<file path="src/rtl/mux_pkg.sv">
// Shared constants and types for the registered stream multiplexer.
package mux_pkg;

  localparam logic MODE_FIXED = 1'b0;
  localparam logic MODE_RR    = 1'b1;

  localparam int DEF_WIDTH    = 8;
  localparam int DEF_CHANNELS = 4;

  typedef enum logic {
    ST_EMPTY = 1'b0,
    ST_FULL  = 1'b1
  } out_state_t;

  function automatic int sel_width(input int channels);
    return (channels <= 2) ? 1 : $clog2(channels);
  endfunction

endpackage

</file>
<file path="src/rtl/rr_arbiter.sv">
// Round-robin pick: first requesting channel at or after ptr, wrapping to 0.
module rr_arbiter #(
  parameter int CHANNELS = 4,
  parameter int SEL_W    = 2
) (
  input  logic [CHANNELS-1:0] req,
  input  logic [SEL_W-1:0]    ptr,
  output logic [CHANNELS-1:0] grant,
  output logic [SEL_W-1:0]    idx,
  output logic                any
);

  int               pos;
  logic [SEL_W-1:0] k;

  always_comb begin
    grant = '0;
    idx   = '0;
    any   = 1'b0;
    pos   = 0;
    k     = '0;
    for (int i = 0; i < CHANNELS; i++) begin
      pos = int'(ptr) + i;
      if (pos >= CHANNELS) pos = pos - CHANNELS;
      k = SEL_W'(pos);
      if (!any && req[k]) begin
        any      = 1'b1;
        idx      = k;
        grant[k] = 1'b1;
      end
    end
  end

endmodule

</file>
<file path="src/rtl/registered_stream_mux.sv">
// N-to-1 stream mux with fixed or round-robin selection and a single
// full-throughput output register.
module registered_stream_mux
  import mux_pkg::*;
#(
  parameter  int WIDTH    = DEF_WIDTH,
  parameter  int CHANNELS = DEF_CHANNELS,
  localparam int SEL_W    = sel_width(CHANNELS)
) (
  input  logic                      clk,
  input  logic                      rst_n,
  input  logic [CHANNELS*WIDTH-1:0] in_data,
  input  logic [CHANNELS-1:0]       in_valid,
  output logic [CHANNELS-1:0]       in_ready,
  input  logic                      mode,
  input  logic [SEL_W-1:0]          sel,
  input  logic                      sel_load,
  output logic                      sel_err,
  output logic [WIDTH-1:0]          out_data,
  output logic [SEL_W-1:0]          out_chan,
  output logic                      out_valid,
  input  logic                      out_ready
);

  out_state_t       state_p1, state_nxt;
  logic [WIDTH-1:0] data_p1;
  logic [SEL_W-1:0] chan_p1;
  logic [SEL_W-1:0] sel_reg, ptr;
  logic             err_p1;

  logic [WIDTH-1:0]    ch_data [CHANNELS];
  logic [CHANNELS-1:0] rr_grant;
  logic [SEL_W-1:0]    rr_idx;
  logic                rr_any;
  logic [SEL_W-1:0]    cand;
  logic                load_en, xfer, vld_p1;

  for (genvar g = 0; g < CHANNELS; g++) begin : g_unpack
    assign ch_data[g] = in_data[g*WIDTH +: WIDTH];
  end

  rr_arbiter #(
    .CHANNELS (CHANNELS),
    .SEL_W    (SEL_W)
  ) u_rr_arbiter (
    .req   (in_valid),
    .ptr   (ptr),
    .grant (rr_grant),
    .idx   (rr_idx),
    .any   (rr_any)
  );

  // Stage 0: candidate selection and combinational handshake
  always_comb begin
    cand     = sel_reg;
    in_ready = '0;
    if (mode == MODE_RR) begin
      cand = rr_idx;
      if (load_en) in_ready = rr_grant;
    end else if (load_en) begin
      in_ready = CHANNELS'(1) << sel_reg;
    end
    if (!rst_n) in_ready = '0;
  end

  assign xfer = |(in_valid & in_ready);

  // Stage 1: output register state machine
  always_ff @(posedge clk) begin
    if (!rst_n) state_p1 <= ST_EMPTY;
    else        state_p1 <= state_nxt;
  end

  always_comb begin
    state_nxt = state_p1;
    case (state_p1)
      ST_EMPTY: if (xfer)               state_nxt = ST_FULL;
      ST_FULL:  if (out_ready && !xfer) state_nxt = ST_EMPTY;
      default:                          state_nxt = ST_EMPTY;
    endcase
  end

  always_comb begin
    vld_p1  = (state_p1 == ST_FULL);
    load_en = !vld_p1 || out_ready;
  end

  always_ff @(posedge clk) begin
    if (!rst_n) begin
      data_p1 <= '0;
      chan_p1 <= '0;
    end else if (xfer) begin
      data_p1 <= ch_data[cand];
      chan_p1 <= cand;
    end
  end

  // Out-of-range selects are rejected; the old select stays in force.
  always_ff @(posedge clk) begin
    if (!rst_n) begin
      sel_reg <= '0;
      ptr     <= '0;
      err_p1  <= 1'b0;
    end else begin
      err_p1 <= 1'b0;
      if (sel_load) begin
        if (int'(sel) < CHANNELS) sel_reg <= sel;
        else                      err_p1  <= 1'b1;
      end
      if (xfer && mode == MODE_RR)
        ptr <= (rr_idx == SEL_W'(CHANNELS - 1)) ? '0 : rr_idx + 1'b1;
    end
  end

  assign out_valid = vld_p1;
  assign out_data  = data_p1;
  assign out_chan  = chan_p1;
  assign sel_err   = err_p1;

endmodule

</file>
<file path="config.mk">
export PLATFORM = sky130hd
export DESIGN_NAME = registered_stream_mux
export DESIGN_NICKNAME = d
export VERILOG_FILES = /design/src/rtl/mux_pkg.sv /design/src/rtl/rr_arbiter.sv /design/src/rtl/registered_stream_mux.sv
export SDC_FILE = /design/constraint.sdc
export NUM_CORES = 1
export LEC_CHECK = 0
export CORE_ASPECT_RATIO = 0.8
export CORE_MARGIN = 5
export CORE_UTILIZATION = 40
export DETAILED_ROUTE_END_ITERATION = 12
export PLACE_DENSITY_LB_ADDON = 0.3
export SYNTH_ARGS = -nofsm -noshare
export SYNTH_HDL_FRONTEND = slang
export SYNTH_SLANG_ARGS = --single-unit
</file>
<file path="constraint.sdc">
create_clock -name clk -period 8.4 [get_ports clk]
set_clock_uncertainty 0.15 [all_clocks]
set_input_delay 2.52 -clock clk [delete_from_list [all_inputs] [get_ports clk]]
set_output_delay 2.52 -clock clk [all_outputs]
set_load 0.02 [all_outputs]
</file>
== Word level (Yosys, flattened, before mapping) ==
Cells that the tools add are included.
Storage, ports and cells
  bits of input ports: 43
  output and inout bits: 16
  latch bits: 0
  memories: 0
  bits in writable memories: 0
  ROM bits: 0
  word-level logic and storage cells: 93
  register bits after elaboration: 15
Operators by class
  shift operators: 1
  bitwise operators: 6
  muxes and demuxes: 43
  add/subtract/negate cells: 8
  magnitude comparators: 13
  multipliers: 0
  divide/modulo/power cells: 0
  equality and inequality tests: 1
  reduce and logical (&&, ||, !) cells: 16
Operators by type and width (count)
  $mux W4: 8
  $mux W2: 10
  $bmux W8 S2: 1
  $mux W8: 2
  $mux W1: 13
  $ge A3 B3 Y1 const B: 4
  $lt A2 B3 Y1 const B: 4
  $or A4 B4 Y4: 3
  $logic_and A1 B1 Y1: 9
  $bmux W1 S2: 4
  $demux W1 S2: 4
  $ge A2 B1 Y1 const B: 4
  $sub A2 B1 Y2 const B: 4
  $add A2 B2 Y3 const B: 2
  $logic_not A1 Y1: 5
  $and A4 B4 Y4: 1
  $reduce_or A4 Y1: 1
  $shl A1 B2 Y4 const A: 1
  $add A2 B1 Y3 const B: 1
  $ge A2 B3 Y1 const B: 1
  $not A2 Y3: 1
  $add A2 B1 Y2 const B: 1
  $eq A2 B2 Y1 const B: 1
  $pmux W1 S2: 1
  other kinds (2): 2

== Longest topological paths before layout ==
Gate-level depths: netlist of run 1.
  depth in word-level cells: 23
  gate-level depth with buffers: 13
  gate-level depth less buffers: 9

== Modules after synthesis ==
A second synthesis of run 1 with hierarchy kept.
Unflattened totals
  cells, all modules: 155
  area total of the unflattened synthesis: 1433.9 µm²
By module, submodules not included
  registered_stream_mux: times used 1, cells an instance 110, area an instance 1012.2 µm², sequential area each 300.3 µm²
  rr_arbiter: times used 1, cells an instance 45, area an instance 421.7 µm², sequential area each 0.0 µm²

== Worst setup path before layout of run 1 ==
OpenSTA, ideal clock, no wires.
  kind: input -> output
  start point: input in_valid[2]
  end point: output in_ready[1]
  path slack: 1.679 ns
  stages on the path: 5
  path buffers: 1
  required time: 5.730 ns
  arrival: 4.051 ns
  cell sequence: buf_6 mux4_2 nor2_1 a21oi_1 a311oi_1
On the way
  cells in the longest elaborated chain, start to end: 15
  elaborated cells between the ends (all ways): 27
  those cells by class: mux (18); bitwise (3); reduce/logical (6)
Ends and longest elaborated chain
  start, declared: RTL line registered_stream_mux.sv:13  | input logic [CHANNELS-1:0] in_valid,
  $bmux W1 S2: RTL line rr_arbiter.sv:26  | if (!any && req[k]) begin
  $mux W1 (not written as such): RTL line rr_arbiter.sv:26
  $mux W1: RTL line rr_arbiter.sv:26
  $logic_not A1 Y1: RTL line rr_arbiter.sv:26
  $logic_and A1 B1 Y1: RTL line rr_arbiter.sv:26
  $mux W1: RTL line rr_arbiter.sv:26
  $logic_not A1 Y1: RTL line rr_arbiter.sv:26
  $logic_and A1 B1 Y1: RTL line rr_arbiter.sv:26
  $mux W1: RTL line rr_arbiter.sv:26
  $logic_not A1 Y1: RTL line rr_arbiter.sv:26
  $logic_and A1 B1 Y1: RTL line rr_arbiter.sv:26
  $mux W4 (*): RTL line rr_arbiter.sv:26
  $mux W4 (*): RTL line registered_stream_mux.sv:59  | if (load_en) in_ready = rr_grant;
  $mux W4 (*): RTL line registered_stream_mux.sv:57  | if (mode == MODE_RR) begin
  $mux W4 (*): RTL line registered_stream_mux.sv:63  | if (!rst_n) in_ready = '0;
  end, declared: RTL line registered_stream_mux.sv:14  | output logic [CHANNELS-1:0] in_ready,
Mark *: on every way between the ends. The rest lies on a longest branch, timed or not. The select of a mux whose other input is x is not followed.

== Worst setup path in the final report of run 1 ==
  start point: input in_valid[0]
  end point: output in_ready[2]
The elaborated chain is that of the path after synthesis.

==> results of run 1 <==
-- report_power, final --
part	total [mW]	internal [mW]	leakage (nW)	switching, mW
logic	0.184	0.0937	0.751	0.0907
clock network	0.0551	0.0327	0.0255	0.0224
registers	0.0970	0.0852	0.124	0.0118
-- per-layer routing --
layer / wire [µm] / up-vias / track usage
li1: - / 834 / -
met1: 1956 / 745 / 0.2023
met2: 2086 / 61 / 0.2290
met3: 308 / 6 / 0.04394
met4: 35 / 0 / 0.03012
met5: 0 / - / 0
-- area by class of cell --
type / count / area, µm² / share of cell area
clock buffer: 3 / 41.29 / 0.01794
clock inverter: 1 / 5.005 / 0.002175
inverter: 6 / 22.52 / 0.009788
multi-input combinational: 165 / 1275 / 0.5541
sequential: 15 / 300.3 / 0.1305
tap: 57 / 71.32 / 0.03100
timing repair buffer: 59 / 585.6 / 0.2545
-- metrics by stage --
stage	hold WS [ns]	worst slack (ns)
final	0.3065	0.5880
after global routing	0.3400	0.4444
after CTS	0.3107	0.6185
after detailed placement	0.3006	0.6179
after global placement	0.2932	0.6414
after floorplan	0.3832	1.679
-- synthesized netlist by cell type, drive strengths merged, types with 2 or more instances --
cell type  number  area share
mux2i          31        0.18
nand2          22       0.048
dfxtp          15        0.17
buf            11       0.063
mux2            9       0.059
o21ai           9       0.026
a21oi           8       0.028
ha              8       0.058
nor2            8       0.017
nand2b          7       0.025
nor2b           7       0.025
inv             6       0.013
clkbuf          5       0.011
nor3            5       0.015
and2            4       0.015
nand3           4       0.012
nand4           4       0.018
nor3b           4       0.020
o2111ai         4       0.020
mux4            3       0.039
nand3b          3       0.013
o211ai          3       0.016
a211oi          2      0.0087
a311oi          2       0.010
a31oi           2      0.0073
o21a            2      0.0087
-- cell families (layout without fill, tap and decap cells) --
| logic type | count (synthesis) | after routing |
|---|---|---|
| simple gates | 70 | 70 |
| mux | 43 | 43 |
| compound gates | 42 | 42 |
| buf+inv | 22 | 69 |
| flops | 15 | 15 |
| fa+ha+maj | 8 | 8 |
| other cells | 1 | 1 |
| xor+xnor | 1 | 1 |
-- tightest hold or removal path, stage by stage (launching register included) --
cell     delay, ns
dfxtp_1       0.31
nand2_1       0.05
mux2i_1       0.05
-- worst max path at each step --
stage	startpoint	to	slack [ns]	cells past startpoint
after floorplan	in_valid[2]	in_ready[1]	1.68	5
after global routing	in_valid[0]	in_ready[2]	0.44	7
after CTS	in_valid[0]	in_ready[2]	0.62	7
after detailed placement	in_valid[0]	in_ready[2]	0.62	7
final	in_valid[0]	in_ready[2]	0.59	7
after global placement	in_valid[0]	in_ready[1]	0.64	7
==> impl_metrics.csv, run 1 <==
group,metric,value,unit
status,status,"finished, final reports clean",
cells_and_area,antenna_cells,0,
worst_hold_path,whs_endpoint,"out_data[5]$_SDFFE_PN0P_",
route,avgViaCountPerCell,5.379,
setup_path,critical_path.top_delay_family,"buffers and inverters",
cells_and_area,nNetsFinal,301,
die,die_w,83.43,µm
run,max-cap-violations,0,
setup_path,worstRegToRegCells,9,
clock_tree,cts_buffers,3,
logic_synthesis,synthesis.area_per_instance,8.542,µm²
setup_path,crit_path_max_incr_delay,0.64,ns
grt,global_route_wire_length_before_repair,6948,µm
logic_synthesis,postSynth.topFlopCell,"dfxtp_1",
die,floorplan.die.height,68.75,µm
setup_path,cell_occurring_most_often_along_the_worst_timing_path,"clkdlybuf4s50_1",
sta,rsz0062_at_grt,"false",
cells_and_area,filler_cell_count,404,
grt,grt_pass1_vias,1466,
clock_tree,clkTransAtPathRegs,0.06,ns
logic_synthesis,postSynthRegisterBits,15,
clock_tree,post-cts-setup-buffers,0,
sta,max-slew-margin-rel,0.3747,
clock_tree,cts_hold_buf,0,
die,die_area,5735,µm²
logic_synthesis,yosysSeqAreaShare,0.1740,
logic_synthesis,synth-adder-area-share,0.05801,
setup_path,crit_chain,"clkdlybuf4s50_1 -> nand2b_1 -> mux2_1 -> o31ai_2 -> a221oi_1 -> nor3_1 -> clkdlybuf4s50_1",
setup_path,crit_start_category,"input port",
setup_path,critical_path.max_fanout,12,
clock_tree,cts_htree_levels,1,
route,route.vias.total,1646,
cells_and_area,mostFrequentLayoutCell,"clkdlybuf4s50_1",
setup_path,crit_path_top_delay_cell,"clkdlybuf4s50_1",
logic_synthesis,syn_nets,253,
sta,setup_viol,0,
cells_and_area,drive_gt1_frac,0.09639,
setup_path,worst_ep_arrival_time,5.14,ns
clock_tree,cts_tree,"yes",
route,final_antenna_net_count,0,
sta,finalCritPeriodShare,0.9300,
logic_synthesis,yosys-mux-area-fraction,0.2777,
cells_and_area,largest_reg_flops,8,
setup_path,worst_setup_path_end_kind,"primary output",
sta,final_max_slew_viol_count,0,
die,core,4178,µm²
pwr,power_density,146.2,nW/µm²
cells_and_area,utilization,0.5508,
logic_synthesis,synthCells,202,
logic_synthesis,synth-async-reset-ratio,0,
place,hpwlAfterDp,3473,µm
logic_synthesis,syn_area,1725,µm²
cells_and_area,final-instance-count-excl-fill,306,
die,start_util,0.4130,
place,finalWeightedCongestion,0.9694,
die,num_rows,21,
worst_hold_path,min_delay_path_depth,2,
logic_synthesis,largest_family_of_logic_cells_by_synthesized_area,"multiplexers",
sta,period_needed,7.812,ns
sta,timing_worst_slew_pin_value,0.9379,ns
worst_hold_path,holdCritStartpoint,"out_data[5]$_SDFFE_PN0P_",
grt,grt_start_max_net_pins,23,
sta,timing.final.hold_violations,0,
pwr,total_power_consumption,336.5,µW
clock_tree,cts.sink_count,15,
setup_path,r2r_slack,4.56,ns
pwr,peakVddDrop,0.1246,mV
logic_synthesis,synth_edf_count,0,
clock_tree,cts_root_buf,"clkbuf_8",
route,remaining_drc_errors,0,
clock_tree,worstSkewPairLatency,0.24,ns
logic_synthesis,yosysWarningCount,0,
route,routed_wire_length_per_instance,14.33,µm
die,design.portCount,59,
pwr,leakage,0.9002,nW
grt,grt-ovfl-total,0,
cells_and_area,design_area,2301,µm²
place,post-place-cells,302,
cells_and_area,layout_common_cells,"clkdlybuf4s50_1, mux2i_1, nand2_1",
route,drt_first_pass_iters,4,
clock_tree,postCtsResizedCells,0,
logic_synthesis,synth_xor_area_frac,0.005076,
worst_hold_path,hp-class,"reg -> reg",
sta,timing.setup.tns,0,ns
clock_tree,clock_tree.buffer_depth,2,
logic_synthesis,synth_simple_gate_area_frac,0.2190,
logic_synthesis,synthDistinctLibCells,49,
sta,maxClockFrequency,128.0,MHz
cells_and_area,area_overhead_of_the_layout_relative_to_synthesis,33.36,%
route,drt_first_iter_violations,88,
grt,antenna_found_initial,0,
setup_path,critical_path_required,5.73,ns
grt,overall_fraction_of_global_route_tracks_in_use,0.1467,
setup_path,worstPathBufferInverterCount,2,
place,placedInstanceArea,2255,µm²
route,routed_wl,4386,µm
logic_synthesis,synth_compound_area_frac,0.1769,
setup_path,path_class,"in -> out",
place,placement.io_buffers,57,
Note: power is estimated with default switching activity, not from simulation.
==> run 2, diff against run 1 <==
Settings changed: ABC_AREA set to 1.
==> run 2 against run 1 <==
Compared with the run above:
- global-route usage up 3.2 points
- routed wire length increased by 7.9%
- count of clock-buffer cells in the layout unchanged
- worst hold slack improved by 0.046 ns
- synthesized cell count increased by 36%
- largest cell class unchanged
==> impl_metrics.csv, run 2 <==
group,metric,value,unit
status,status,"finished, final reports clean",
logic_synthesis,synth_simple_gate_area_frac,0.5441,
cells_and_area,nNetsFinal,382,
logic_synthesis,yosys-mux-area-fraction,0,
logic_synthesis,synthesis.area_per_instance,5.978,µm²
setup_path,path_class,"in -> out",
cells_and_area,largest_reg_flops,8,
die,die_w,81.68,µm
route,drt_first_iter_violations,164,
logic_synthesis,yosysMostFrequentCell,"nand2_1",
sta,timing.setup.tns,0,ns
sta,period_needed,7.262,ns
place,detailedPlace.worstSlack,1.172,ns
logic_synthesis,postSynthRegisterBits,15,
run,max-cap-violations,0,
pwr,power_density,165.3,nW/µm²
logic_synthesis,yosysSeqAreaShare,0.1826,
setup_path,critical_path.max_fanout,9,
worst_hold_path,hp-class,"reg -> reg",
logic_synthesis,synth_xor_area_frac,0.005327,
clock_tree,postCtsResizedCells,0,
sta,setup_slack,1.138,ns
place,finalWeightedCongestion,1.037,
pwr,leakage,1.107,nW
die,start_util,0.4239,
logic_synthesis,synthCells,275,
logic_synthesis,synth_compound_area_frac,0.07686,
sta,finalCritPeriodShare,0.8645,
sta,final_max_slew_viol_count,0,
place,hpwlAfterDp,3633,µm
clock_tree,clock_tree.buffer_depth,2,
die,design.portCount,59,
logic_synthesis,synth_edf_count,0,
cells_and_area,drive_gt1_frac,0.1121,
cells_and_area,layout_common_cells,"nand2_1, clkdlybuf4s50_1, nand3_1",
grt,grt_start_max_net_pins,19,
logic_synthesis,netlist.top_cell.by_area,"dfxtp_1",
route,routed_wire_length_per_instance,12.29,µm
setup_path,worst_ep_arrival_time,4.59,ns
cells_and_area,antenna_cells,0,
clock_tree,cts_htree_levels,1,
cells_and_area,area_overhead_of_the_layout_relative_to_synthesis,38.51,%
setup_path,critical_path_required,5.73,ns
cells_and_area,mostFrequentLayoutCell,"nand2_1",
setup_path,worst_setup_path_end_kind,"primary output",
logic_synthesis,largest_family_of_logic_cells_by_synthesized_area,"simple AND/OR/NAND/NOR gates",
logic_synthesis,synth.area.top_cells,"dfxtp_1, nand2_1, nand3_1, nor2_1, inv_1",
die,num_rows,20,
cells_and_area,filler_cell_count,384,
route,remaining_drc_errors,0,
route,route.vias.total,1884,
clock_tree,cts_root_buf,"clkbuf_8",
sta,setup_viol,0,
grt,grt-ovfl-total,0,
route,drt_first_pass_iters,6,
logic_synthesis,syn_area,1644,µm²
clock_tree,worstSkewPairLatency,0.25,ns
logic_synthesis,synthDistinctLibCells,29,
clock_tree,cts.sink_count,15,
clock_tree,clkTransAtPathRegs,0.06,ns
sta,maxClockFrequency,137.7,MHz
route,avgViaCountPerCell,4.894,
clock_tree,cts_buffers,3,
route,routed_wl,4732,µm
die,core,3879,µm²
logic_synthesis,synth-async-reset-ratio,0,
grt,antenna_found_initial,0,
route,final_antenna_net_count,0,
cells_and_area,sequential_cell_area,300.3,µm²
sta,timing.final.hold_violations,0,
logic_synthesis,area_share_of_the_leading_cell_type_in_the_synthesized_netlist,0.1826,
sta,timing_worst_slew_pin_value,0.6214,ns
die,floorplan.die.height,67.34,µm
sta,max-slew-margin-rel,0.5852,
logic_synthesis,syn_nets,326,
pwr,peakVddDrop,0.08393,mV
setup_path,crit_start_category,"input port",
grt,global_route_wire_length_before_repair,7769,µm
sta,rsz0062_at_grt,"false",
die,die_area,5500,µm²
clock_tree,cts_tree,"yes",
logic_synthesis,synth-adder-area-share,0.06088,
logic_synthesis,yosysWarningCount,0,
grt,overall_fraction_of_global_route_tracks_in_use,0.1788,
cells_and_area,multiInputGateArea,1134,µm²
logic_synthesis,postSynth.topFlopCell,"dfxtp_1",
place,placement.io_buffers,57,
clock_tree,cts_hold_buf,0,
grt,grt_pass1_vias,1702,
clock_tree,post-cts-setup-buffers,0,
logic_synthesis,synth.cells.most_frequent,"nand2_1, nand3_1, nor2_1",
-- run 2: cell count changes after synthesis, moves of 8 or more --
cell	change
inv_1	+24
nor2_1	+24
nand2_1	+55
nand2_2	+12
nand3_1	+35
mux2i_1	-31
mux2_2	-8
-- run 2: final timing paths --
path | slack [ns] | startpoint | depth (start not counted) | end
worst min-delay path | 0.35 | out_chan[0]$_SDFFE_PN0P_ | 2 | out_chan[0]$_SDFFE_PN0P_
worst max register to register | 5.32 | flip-flop | 16 | out_data[7]$_SDFFE_PN0P_
worst min register to register | 0.35 | out_chan[0]$_SDFFE_PN0P_ | 2 | out_chan[0]$_SDFFE_PN0P_
worst max-delay path | 1.14 | in_valid[3] | 13 | in_ready[3]
-- run 2: final cells by class --
class,instances,share of cell area
Multi-Input combinational cell,216,0.4978
Timing Repair Buffer,59,0.2571
Sequential cell,15,0.1319
Inverter,36,0.06264
Tap cell,55,0.03022
Clock buffer,3,0.01813
Clock inverter,1,0.002198
-- run 2: per-stage QoR --
stage | cells | total power, mW | util | hold WS (ns) | cell area, µm²
final | 385 | 0.3765 | 0.5871 | 0.3525 | 2277
after global routing | 385 | 0.4079 | 0.5871 | 0.3903 | 2277
after global placement | 381 | 0.3147 | 0.5752 | 0.3271 | 2231
after CTS | 385 | 0.3752 | 0.5871 | 0.3561 | 2277
after floorplan | 275 | 0.2498 | - | 0.3236 | 1644
after detailed placement | 381 | 0.3154 | 0.5752 | 0.3451 | 2231
-- run 2: kinds of logic after synthesis --
group                    Yosys count
AO/OA/AOI/OAI                     24
XOR/XNOR                           1
adder cells (fa/ha/maj)            8
buffers and inverters             44
flip-flops                        15
other                              1
AND/OR/NAND/NOR                  182
-- run 2: where the power goes --
part           leakage (nW)  switching, mW  internal (mW)
Combinational         0.957          0.135         0.0889
Sequential            0.124         0.0111         0.0825
Clock                0.0255         0.0266         0.0329
-- run 2: critical path: stages --
cell             delay (ns)
clkdlybuf4s50_1        0.50
inv_2                  0.08
nand2_1                0.08
nand3_4                0.16
nand2_8                0.10
inv_2                  0.07
nand2_1                0.05
nor2_2                 0.13
nand2_1                0.06
nand3_1                0.13
nand2_1                0.06
inv_1                  0.05
clkdlybuf4s50_1        0.60
-- run 2: metal layers --
layer / GRT usage / up-vias / part of all wire
li1: - / 971 / -
met1: 0.2546 / 787 / 0.48
met4: 0.02490 / 0 / 0.013
met3: 0.03867 / 14 / 0.093
met2: 0.2825 / 112 / 0.42
met5: 0 / - / 0
==> run 3, diff against run 2 <==
Settings changed: CORE_ASPECT_RATIO 0.8 to 0.9.
==> run 3 against run 2 <==
Compared with the run above:
- worst hold slack worse by 0.0019 ns
- non-clock buffer count decreased by 1
- register-to-register slack better by 0.06 ns
- maximum frequency grew 0.45%
- design area down 0.77%
- critical endpoint unchanged
==> impl_metrics.csv, run 3 (synthesized netlist as in run 2, its figures left out) <==
group,metric,value,unit
status,status,"finished, final reports clean",
pwr,peakVddDrop,0.05886,mV
cells_and_area,largest_reg_flops,8,
sta,maxClockFrequency,138.3,MHz
sta,period_needed,7.229,ns
route,remaining_drc_errors,0,
cells_and_area,layout_common_cells,"nand2_1, clkdlybuf4s50_1, nand3_1",
grt,global_route_wire_length_before_repair,7327,µm
setup_path,path_class,"in -> out",
pwr,power_density,164.2,nW/µm²
cells_and_area,mostFrequentLayoutCell,"nand2_1",
setup_path,crit_path_max_incr_delay,0.59,ns
cells_and_area,filler_cell_count,394,
grt,overall_fraction_of_global_route_tracks_in_use,0.1565,
clock_tree,worstSkewPairLatency,0.24,ns
route,drt_first_iter_violations,71,
place,post-place-cells,373,
clock_tree,cts_buffers,3,
clock_tree,cts_root_buf,"clkbuf_8",
grt,grt_start_max_net_pins,18,
die,die_w,77.58,µm
cells_and_area,antenna_cells,0,
sta,timing.setup.tns,0,ns
place,detailedPlace.worstSlack,1.192,ns
sta,setup_viol,0,
clock_tree,cts_tree,"yes",
route,routed_wl,4307,µm
sta,max-slew-margin-rel,0.6017,
pwr,leakage,1.099,nW
grt,grt_pass1_vias,1670,
die,floorplan.die.height,70.82,µm
sta,final_max_slew_viol_count,0,
setup_path,worstRegToRegCells,17,
die,design.portCount,59,
setup_path,cell_occurring_most_often_along_the_worst_timing_path,"nand2_1",
setup_path,crit_start_category,"input port",
cells_and_area,design_area,2260,µm²
route,final_antenna_net_count,0,
setup_path,worst_ep_arrival_time,4.56,ns
sta,setup_slack,1.171,ns
run,max-cap-violations,0,
cells_and_area,final-instance-count-excl-fill,377,
sta,timing_worst_slew_pin_value,0.5967,ns
clock_tree,post-cts-setup-buffers,0,
clock_tree,clock_tree.buffer_depth,2,
die,num_rows,22,
clock_tree,cts_hold_buf,0,
die,start_util,0.4091,
die,core,4019,µm²
cells_and_area,area_overhead_of_the_layout_relative_to_synthesis,37.44,%
route,routed_wire_length_per_instance,11.42,µm
die,die_area,5494,µm²
worst_hold_path,hp-class,"reg -> reg",
clock_tree,cts_htree_levels,1,
grt,grt-ovfl-total,0,
place,placement.io_buffers,57,
setup_path,crit_chain,"clkdlybuf4s50_1 -> inv_2 -> nand2_1 -> nand3_4 -> nand2_8 -> inv_2 -> nand2_1 -> nor2_2 -> nand2_1 -> nand3_1 -> nand2_1 -> inv_1 -> clkdlybuf4s50_1",
place,finalWeightedCongestion,0.8766,
setup_path,worstSetupEndpoint,"in_ready[3]",
setup_path,critical_path.max_fanout,9,
setup_path,crit_path_top_delay_cell,"clkdlybuf4s50_1",
sta,finalCritPeriodShare,0.8606,
clock_tree,cts.sink_count,15,
sta,rsz0062_at_grt,"false",
route,route.vias.total,1777,
setup_path,timing.rr.end,"out_data[1]$_SDFFE_PN0P_",
sta,timing.final.hold_violations,0,
cells_and_area,drive_gt1_frac,0.1064,
cells_and_area,nNetsFinal,381,
clock_tree,clkTransAtPathRegs,0.06,ns
setup_path,r2r_slack,5.38,ns
clock_tree,postCtsResizedCells,0,
place,hpwlAfterDp,3410,µm
setup_path,critical_path_required,5.73,ns
route,drt_first_pass_iters,4,
route,avgViaCountPerCell,4.714,
setup_path,worst_setup_path_startpoint,"in_valid[3]",
setup_path,worst_setup_path_end_kind,"primary output",
grt,antenna_found_initial,0,
place,placedInstanceArea,2215,µm²
## run 3: cell count changes in the layout (fill, tap and decap cells not counted), sizes merged
cell,previous run,this run
buf,2,1
clkinv,1,0
clkbuf,3,4
## run 3: area by class of cell
cell class,instances,area (µm²),area share
flip-flops and latches,15,300.3,0.1329
clock buffers,4,45.04,0.01993
repair buffers,58,578.1,0.2558
multi-input cells,216,1134,0.5017
inverters,36,142.6,0.06312
well taps,48,60.06,0.02658
## run 3: critical path, delay by kind of cell
kind / cells / cell delay, ns
buf+inv: 5 / 1.27
simple gates: 8 / 0.78
## run 3: through the flow
step / total power [mW] / utilization / hold WS (ns)
3_5_place_dp: 0.3146 / 0.5511 / 0.3390
3_3_place_gp: 0.3154 / 0.5511 / 0.3275
4_1_cts: 0.3722 / 0.5623 / 0.3506
5_1_grt: 0.4014 / 0.5623 / 0.3950
2_1_floorplan: 0.2498 / - / 0.3236
6_report: 0.3711 / 0.5623 / 0.3505
## run 3: worst min path at each step
stage | start | to | slack, ns | cells after the start
after detailed placement | out_chan[0]$_SDFFE_PN0P_ | out_chan[0]$_SDFFE_PN0P_ | 0.34 | 2
after floorplan | sel_reg[0]$_SDFFE_PN0P_ | sel_reg[0]$_SDFFE_PN0P_ | 0.32 | 2
after global routing | sel_reg[0]$_SDFFE_PN0P_ | sel_reg[0]$_SDFFE_PN0P_ | 0.39 | 2
after global placement | out_chan[0]$_SDFFE_PN0P_ | out_chan[0]$_SDFFE_PN0P_ | 0.33 | 2
after CTS | out_chan[0]$_SDFFE_PN0P_ | out_chan[0]$_SDFFE_PN0P_ | 0.35 | 2
final | out_chan[0]$_SDFFE_PN0P_ | out_chan[0]$_SDFFE_PN0P_ | 0.35 | 2
## run 3: power by group
part           internal (mW)  switching, mW  total [mW]
clock                 0.0335         0.0233      0.0568
combinational         0.0883          0.133       0.221
sequential            0.0825         0.0106      0.0931
total                  0.204          0.167       0.371
## run 3: routing by layer
layer	wire length, µm	up-vias	GRT usage
met5	0	-	0
met4	41	0	0.03817
met3	323	6	0.04071
met2	1793	54	0.2363
met1	2148	748	0.2212
li1	-	969	-
